### src/rtl/alu_interface.sv
// Serial front end for a combinational ALU: collects operand A, operand B and an
// op-code from a byte receiver, then returns the result byte and a flag byte.
module alu_interface #(
  parameter int NB_DATA    = 8,
  parameter int NB_OP_CODE = 6
) (
  input  logic                  i_clock,
  input  logic                  i_reset,
  input  logic [NB_DATA-1:0]    i_rx_data,
  input  logic                  i_rx_done,
  input  logic                  i_tx_done,
  input  logic [NB_DATA-1:0]    i_alu_result,
  input  logic                  i_alu_zero,
  input  logic                  i_alu_carry,
  output logic [NB_DATA-1:0]    o_data_a,
  output logic [NB_DATA-1:0]    o_data_b,
  output logic [NB_OP_CODE-1:0] o_op_code,
  output logic [NB_DATA-1:0]    o_tx_data,
  output logic                  o_tx_start,
  output logic                  o_busy,
  output logic [2:0]            o_state
);

  // Handshake: i_rx_done and i_tx_done are single-cycle strobes that only count
  // in the states waiting for them; o_tx_start is a single-cycle strobe and
  // o_tx_data is stable from that cycle until the next strobe.
  typedef enum logic [2:0] {
    GET_A    = 3'd0,
    GET_B    = 3'd1,
    GET_OP   = 3'd2,
    EXEC     = 3'd3,
    SEND_RES = 3'd4,
    WAIT_RES = 3'd5,
    SEND_FLG = 3'd6,
    WAIT_FLG = 3'd7
  } state_t;

  state_t             state;
  logic [NB_DATA-1:0] result_q;
  logic [1:0]         flags_q;   // {carry, zero}

  assign o_busy  = (state != GET_A);
  assign o_state = state;

  always_ff @(posedge i_clock) begin
    if (i_reset) begin
      state      <= GET_A;
      o_data_a   <= '0;
      o_data_b   <= '0;
      o_op_code  <= '0;
      o_tx_data  <= '0;
      o_tx_start <= 1'b0;
      result_q   <= '0;
      flags_q    <= '0;
    end else begin
      o_tx_start <= 1'b0;
      case (state)
        GET_A: begin
          if (i_rx_done) begin
            o_data_a <= i_rx_data;
            state    <= GET_B;
          end
        end
        GET_B: begin
          if (i_rx_done) begin
            o_data_b <= i_rx_data;
            state    <= GET_OP;
          end
        end
        GET_OP: begin
          if (i_rx_done) begin
            o_op_code <= i_rx_data[NB_OP_CODE-1:0];
            state     <= EXEC;
          end
        end
        EXEC: begin
          // Operands and op-code have been stable for a full cycle here.
          result_q <= i_alu_result;
          flags_q  <= {i_alu_carry, i_alu_zero};
          state    <= SEND_RES;
        end
        SEND_RES: begin
          o_tx_data  <= result_q;
          o_tx_start <= 1'b1;
          state      <= WAIT_RES;
        end
        WAIT_RES: begin
          if (i_tx_done) state <= SEND_FLG;
        end
        SEND_FLG: begin
          o_tx_data  <= {{(NB_DATA-2){1'b0}}, flags_q};
          o_tx_start <= 1'b1;
          state      <= WAIT_FLG;
        end
        WAIT_FLG: begin
          if (i_tx_done) state <= GET_A;
        end
        default: state <= GET_A;
      endcase
    end
  end

endmodule

### config.mk
export PLATFORM = sky130hd
export DESIGN_NAME = alu_interface
export DESIGN_NICKNAME = d
export VERILOG_FILES = /design/src/rtl/alu_interface.sv
export SDC_FILE = /design/constraint.sdc
export NUM_CORES = 1
export LEC_CHECK = 0
export ABC_AREA = 1
export CORE_AREA = 4 4 76 78
export DETAILED_ROUTE_END_ITERATION = 8
export DIE_AREA = 0 0 80 82
export PLACE_DENSITY = 0.6
export RECOVER_POWER = 50
export SLEW_MARGIN = 10
export SYNTH_ARGS = -nofsm -noshare
export SYNTH_HDL_FRONTEND = slang
export SYNTH_SLANG_ARGS = --single-unit
### constraint.sdc
create_clock -name i_clock -period 2.8 [get_ports i_clock]
set_input_delay 0.56 -clock i_clock [delete_from_list [all_inputs] [get_ports i_clock]]
set_output_delay 0.56 -clock i_clock [all_outputs]
set_load 0.02 [all_outputs]
==> flow_summary_export.csv <==
group,metric,value,unit
clock_network,cts_resized,0,
worst_setup_path,reg2reg_from,"o_state[0]",
power,vdd_drop_max,0.312,mV
yosys,ys_seq_elements,44,
clock_network,clk_latency,0.29,ns
place,gp_congestion,0.787,
floorplan,core,0.00507,mm²
clock_network,cts_hold_buf,0,
clock_network,cts_buffer_depth,2,
timing,setup_viol,0,
timing,period_share,82.5,%
floorplan,die_area,0.00656,mm²
route,wl_per_cell,11.5,µm
yosys,synthTopCellsByArea,"dfxtp_1 50%, o21ai_0 8.6%, a21oi_1 6.9%, nor2_1 6.2%, nand2_1 5.6%",
yosys,synth_compound_gate_area_share,17.7,%
yosys,ys_seq_area_share,50.3,%
clock_network,cts_htree_levels,2,
place,portBuffers,56,
yosys,synthesis.nets,246,
power,p_leak,0.990,nW
clock_network,cts_tree,"yes",
timing,slew_viol_final,0,
worst_setup_path,reg2regPathDepth,7,
worst_setup_path,crit_path_start,"o_state[0]",
yosys,post_synth_num_cell_types,20,
layout,drive_gt1_share,5.09,%
grt,grt_overflow,0,
clock_network,post-cts-setup-buffer-count,0,
clock_network,clkTransAtPathRegs,0.08,ns
worst_setup_path,ff2ff_setup_slack,1.11,ns
yosys,syn_inst,220,
grt,track_usage,12.9,%
route,drt-initial-drc-count,109,
timing,tns,0,ns
route,viasPerCell,4.43,
yosys,yosysWarnings,0,
worst_setup_path,crit_path_max_fanout,4,
clock_network,clock-sinks,44,
yosys,synthAdderAreaFrac,2.86,%
timing,finalHoldViolations,0,
route,drcViolationCount,0,
layout,antenna_cells,0,
job,max_cap_violations,0,
floorplan,rows,26,
timing,achievable-frequency,433,MHz
timing,clock_skew,0.00378,ns
floorplan,die_y,82,µm
worst_setup_path,startpoint_type,"flop",
layout,fin_nets,300,
worst_setup_path,r2r_end,"o_state[2]",
yosys,syn_area,0.00175,mm²
yosys,synth_top_area_share,50.3,%
route,ant_nets,0,
place,place_ws,0.780,ns
timing,max_slew_margin,37.1,%
grt,antenna_found_initial,0,
floorplan,io-pin-count,57,
yosys,synth_top_family_by_area,"simple AND/OR/NAND/NOR gates",
worst_setup_path,crit_end,"o_busy",
clock_network,numCtsBuffers,5,
timing,finalCriticalPeriod,2.31,ns
power,power_density,822,mW/mm²
route,routed-via-count,1530,
layout,fin_util,47.6,%
outcome,status,"completed",
timing,hold_slack,0.442,ns
yosys,postSynthAreaPerCell,7.96,µm²
yosys,muxShareOfSynthArea,0,%
timing,setup_ws,0.489,ns
yosys,yosysTopAreaCell,"dfxtp_1",
route,dr.pass1.iters,4,
worst_setup_path,cp.required,2.24,ns
yosys,synth-simple-area-share,19.8,%
timing,rsz0062_at_grt,"no",
clock_network,cts_root_buf,"clkbuf_8",
layout,synthToLayoutAreaGrowth,38.0,%
route,drt_wl_total,3960,µm
timing,tightest_slew,0.942,ns
worst_setup_path,end_kind,"primary output",
place,dpl.hpwl,2980,µm
yosys,yosys.area_share.xor_xnor,0,%
floorplan,start_util,34.5,%
worst_setup_path,arrival,1.75,ns
grt,grt_start_max_net_pins,39,
grt,first_global_vias,1455,
worst_setup_path,critPathKind,"flop to primary output",
grt,grt_pass1_wl,6630,µm
min_path,min_path_type,"flop to flop",
floorplan,die_w,80,µm
## cell families (layout without fill, tap and decap cells)
group / after synthesis / in the layout
and+or+nand+nor: 75 / 75
AOI/OAI and AO/OA: 60 / 60
DFF: 44 / 44
buffers and inverters: 37 / 92
adders and majority gates: 4 / 4
## cells in the final DEF (no fill, tap or decap)
master           Yosys  layout
clkdlybuf4s50_1      0      39
dfxtp_1             44      44
a21oi_1             24      24
o22ai_1              2       2
nand2_1             26      28
nand2_2              2       1
nor2_1              29      29
nand3_4              2       2
inv_2                3       2
clkbuf_8             0       6
clkinv_2             0       2
dlygate4sd3_1        0      17
ha_1                 4       4
inv_1               25      26
o21ai_0             30      34
nand3_1             14      14
nor2_4               1       1
## cell usage after synthesis, drive strengths merged
| library cell | number |
|---|---|
| nand2 | 29 |
| buf | 7 |
| o22ai | 2 |
| inv | 28 |
| ha | 4 |
| o21ai | 34 |
| dfxtp | 44 |
| clkbuf | 2 |
| nand3 | 16 |
| nor2 | 30 |
| a21oi | 24 |
## registers in the layout, summed over array words and instances, names as in the netlist
signal,cells
o_data_a,8
o_data_b,8
o_tx_data,8
result_q,8
o_op_code,6
o_state,3
flags_q,2
o_tx_start,1
## worst min-delay path by stage
| stage | startpoint | end | slack [ns] | cells after the start |
|---|---|---|---|---|
| global placement | o_data_a[4] | o_data_a[4] | 0.43 | 2 |
| global route | o_data_a[7] | o_data_a[7] | 0.46 | 2 |
| CTS | o_data_a[7] | o_data_a[7] | 0.45 | 2 |
| floorplan | result_q[2] | o_tx_data[2] | 0.44 | 2 |
| finish | o_data_a[7] | o_data_a[7] | 0.44 | 2 |
| detailed placement | o_data_a[7] | o_data_a[7] | 0.44 | 2 |
## critical path: stages (launching register included)
cell and delay [ns]:
dfxtp_1 0.39, inv_1 0.10, ha_1 0.28, nand2_1 0.10
clkdlybuf4s50_1 0.60
## area by class of cell
cell class	count	area, µm²
fillers	536	2660
flip-flops and latches	44	881
multi-input cells	139	689
repair buffers	56	561
inverters	28	105
well taps	70	87.6
clock buffers	6	82.6
clock inverters	2	10.0
## routing by layer
layer	vias to the layer above	global-route usage, %	wire [µm]
met3	4	2.30	164
met4	0	6.59	61
met2	35	21.7	1950
met5	-	0	0
met1	673	15.9	1780
li1	818	-	-
## where the power goes
| part | switching, mW | internal, mW |
|---|---|---|
| sequential | 0.0734 | 0.754 |
| clock | 0.202 | 0.197 |
| combinational | 0.450 | 0.311 |
## metrics by stage
stage                     cells  area (µm²)  power [mW]
after floorplan             220        1750        1.34
after global placement      337        2340        1.63
after CTS                   345        2430        2.04
after global routing        345        2420        2.13
final                       345        2420        1.99
after detailed placement    337        2340        1.64
No activity file was read; power rests on OpenSTA's default activity.
==> RTL change (same settings) <==
Put one more register stage on the output `o_tx_data`. The value now appears one clock later. The other outputs are not delayed to match. Comments in the files are not updated.
--- a/src/rtl/alu_interface.sv
+++ b/src/rtl/alu_interface.sv
@@ -35,6 +35,8 @@
     WAIT_FLG = 3'd7
   } state_t;
 
+  logic [NB_DATA-1:0] o_tx_data_s0;
+
   state_t             state;
   logic [NB_DATA-1:0] result_q;
   logic [1:0]         flags_q;   // {carry, zero}
@@ -48,7 +50,7 @@
       o_data_a   <= '0;
       o_data_b   <= '0;
       o_op_code  <= '0;
-      o_tx_data  <= '0;
+      o_tx_data_s0 <= '0;
       o_tx_start <= 1'b0;
       result_q   <= '0;
       flags_q    <= '0;
@@ -80,7 +82,7 @@
           state    <= SEND_RES;
         end
         SEND_RES: begin
-          o_tx_data  <= result_q;
+          o_tx_data_s0 <= result_q;
           o_tx_start <= 1'b1;
           state      <= WAIT_RES;
         end
@@ -88,7 +90,7 @@
           if (i_tx_done) state <= SEND_FLG;
         end
         SEND_FLG: begin
-          o_tx_data  <= {{(NB_DATA-2){1'b0}}, flags_q};
+          o_tx_data_s0 <= {{(NB_DATA-2){1'b0}}, flags_q};
           o_tx_start <= 1'b1;
           state      <= WAIT_FLG;
         end
@@ -100,5 +102,9 @@
     end
   end
 
+  always_ff @(posedge i_clock) begin
+    o_tx_data <= o_tx_data_s0;
+  end
+
 endmodule
 
Function: changed (a bounded check fails within 10 cycles, from zero or initial values and one cycle with i_reset high).
==> RTL change against the unedited design <==
- count of clock-buffer cells in the layout down 1
- routed wire length grew 4.9%
- total power rose by 8.8%
- combinational power grew 3.7%
- design area increased by 7.0%
- setup slack worse by 32 ps
- utilization rose by 3.4 points
- area after synthesis increased by 11%
- sequential cell count increased by 8
- largest cell class unchanged
==> RTL change: results (changes against the unedited design) <==
Status
  – Status: complete, no violations

Finish
  – Layout net count: 307 (+2.3%)
  – Filler cell count: 525 (-2.1%)
  – # diodes: 0 (unchanged)
  – Layout cells sized above 1: 6.028% (+0.94 points)

GRT
  – GRT Util Overall: 12.95% (about the same)
  – Vias in the first global route: 1534 (+5.4%)
  – First-pass GRT wire length: 6658 µm (+0.42%)
  – Met3 usage: 3.399% (+1.1 points)
  – Initial antenna violation count: 0 (unchanged)
  – Met2 Resource Use GR: 20.94% (-0.75 points)
  – Met1 usage: 16.29% (+0.37 points)
  – Largest net degree at the start of global routing: 39 (unchanged)

Route
  – Vias per Instance: 4.554 (+2.7%)
  – Iteration-0 DRC count of the detailed router: 51 (-53%)
  – Wl on met1: 1989 µm (+11%)
  – Routed wl met3: 147 µm (-10%)
  – TritonRoute pass-1 iters: 4 (unchanged)
  – Met2 WL: 1939 µm (-0.46%)
  – Total Wirelength: 4152 µm (+4.9%)
  – Via count: 1603 (+4.8%)
  – Top sig layer: met4

Clock tree
  – Clock Latency Late Sink: 300 ps
  – Max Root-Sink Buffers: 2 (unchanged)
  – Htree depth: 2 (unchanged)
  – TritonCTS Buffers: 5 (unchanged)
  – # resized after CTS: 0 (unchanged)
  – Root Buffer: clkbuf_8
  – Number of setup buffers added after CTS: 0 (unchanged)
  – Clock-pin slew on the worst setup and hold paths: around 90 ps

Worst setup path
  – Worst path max stage delay: 600 ps (about the same)
  – Worst path slowest cell: clkdlybuf4s50_1
  – Critical-path maximum fanout: 4 (unchanged)
  – WP data arrival: 1780 ps (+30 ps)
  – Critical path's top delay family: buffers and inverters

STA
  – Slew @ Worst Pin: 986.4 ps (+44.02 ps)
  – Final clock skew: 2.556 ps (-1.220 ps)

Placed design
  – Input/output buffers: 56 (unchanged)
  – Post-detail-place hpwl: 3003 µm (+0.60%)
  – Dpl cells: 344 (+2.1%)
  – Global placement routability congestion: 0.8000 (+1.6%)

Power
  – Clock group share of total power: 19.7% (-0.4 points)
  – Worst VDD drop: 0.4047 mV (+30%)
  – Pint: 0.001379 W (+9.3%)
  – Leakage Power: 0.9909 nW (about the same)
  – Combinational Power Share: 36.5% (-1.8 points)

Yosys
  – Post-Syn Nets: 253 (+2.8%)
  – Syn avg cell area: 8.571 µm² (+7.7%)
  – Unique masters post-synth: 19 (-5.0%)
  – Ranking of synthesized cells by area: dfxtp_1, a21oi_1, o21ai_1
  – Async set-reset flop share out of synthesis: 0% (unchanged)
  – YS warnings: 0 (unchanged)
  – Synth top cells by count: dfxtp_1, nor2_1, a21oi_1, inv_1, nand2_1
  – Sequential share of the synthesized area: 53.50% (+3.2 points)

Hold path
  – HP Class: reg -> reg
-- RTL change: changes by cell type after synthesis, sizes merged --
cell    before  now
nand3       16   15
buf          7    9
dfxtp       44   52
nor2        30   29
a21oi       24   26
clkbuf       2    0
nand2       29   28
-- RTL change: through the flow --
step / utilization (%) / hold WS (ps) / instance area, µm² / setup slack (ps) / total power, W
after CTS: 51.21 / 356.3 / 2599 / 428.1 / 0.002215
after global placement: 49.38 / 338.4 / 2506 / 796.8 / 0.001774
after floorplan: - / 331.2 / 1946 / 1206 / 0.001485
after detailed placement: 49.38 / 337.8 / 2506 / 757.8 / 0.001785
final: 50.96 / 355.0 / 2586 / 456.8 / 0.002161
after global routing: 50.96 / 361.6 / 2586 / 346.8 / 0.002313
-- RTL change: worst paths after layout --
kind / from / end / slack (ps) / cells past startpoint
worst max register to register: o_state[0] / o_op_code[1] / 1050 / 7
worst min register to register: o_tx_data_s0[4] / o_tx_data[4] / 360 / 0
worst min-delay path: o_tx_data_s0[4] / o_tx_data[4] / 360 / 0
worst max-delay path: o_state[0] / o_busy / 460 / 4
-- RTL change: kinds of logic after synthesis --
| kind of cell | count (synthesis) | share of synthesized area (%) |
|---|---|---|
| simple gates | 72 | 17.81 |
| compound gates | 62 | 16.08 |
| flops | 52 | 53.50 |
| buf+inv | 37 | 10.03 |
| fa+ha+maj | 4 | 2.572 |
-- RTL change: area by class of cell --
cell class                      instances  area [µm²]  area share, %
Inverter                               28       107.6          4.161
Clock buffer                            5       68.82          2.661
Sequential cell                        52        1041          40.25
Clock inverter                          3       23.77         0.9192
Multi-Input combinational cell        138       696.9          26.95
Timing Repair Buffer                   56       560.5          21.67
Tap cell                               70       87.58          3.387
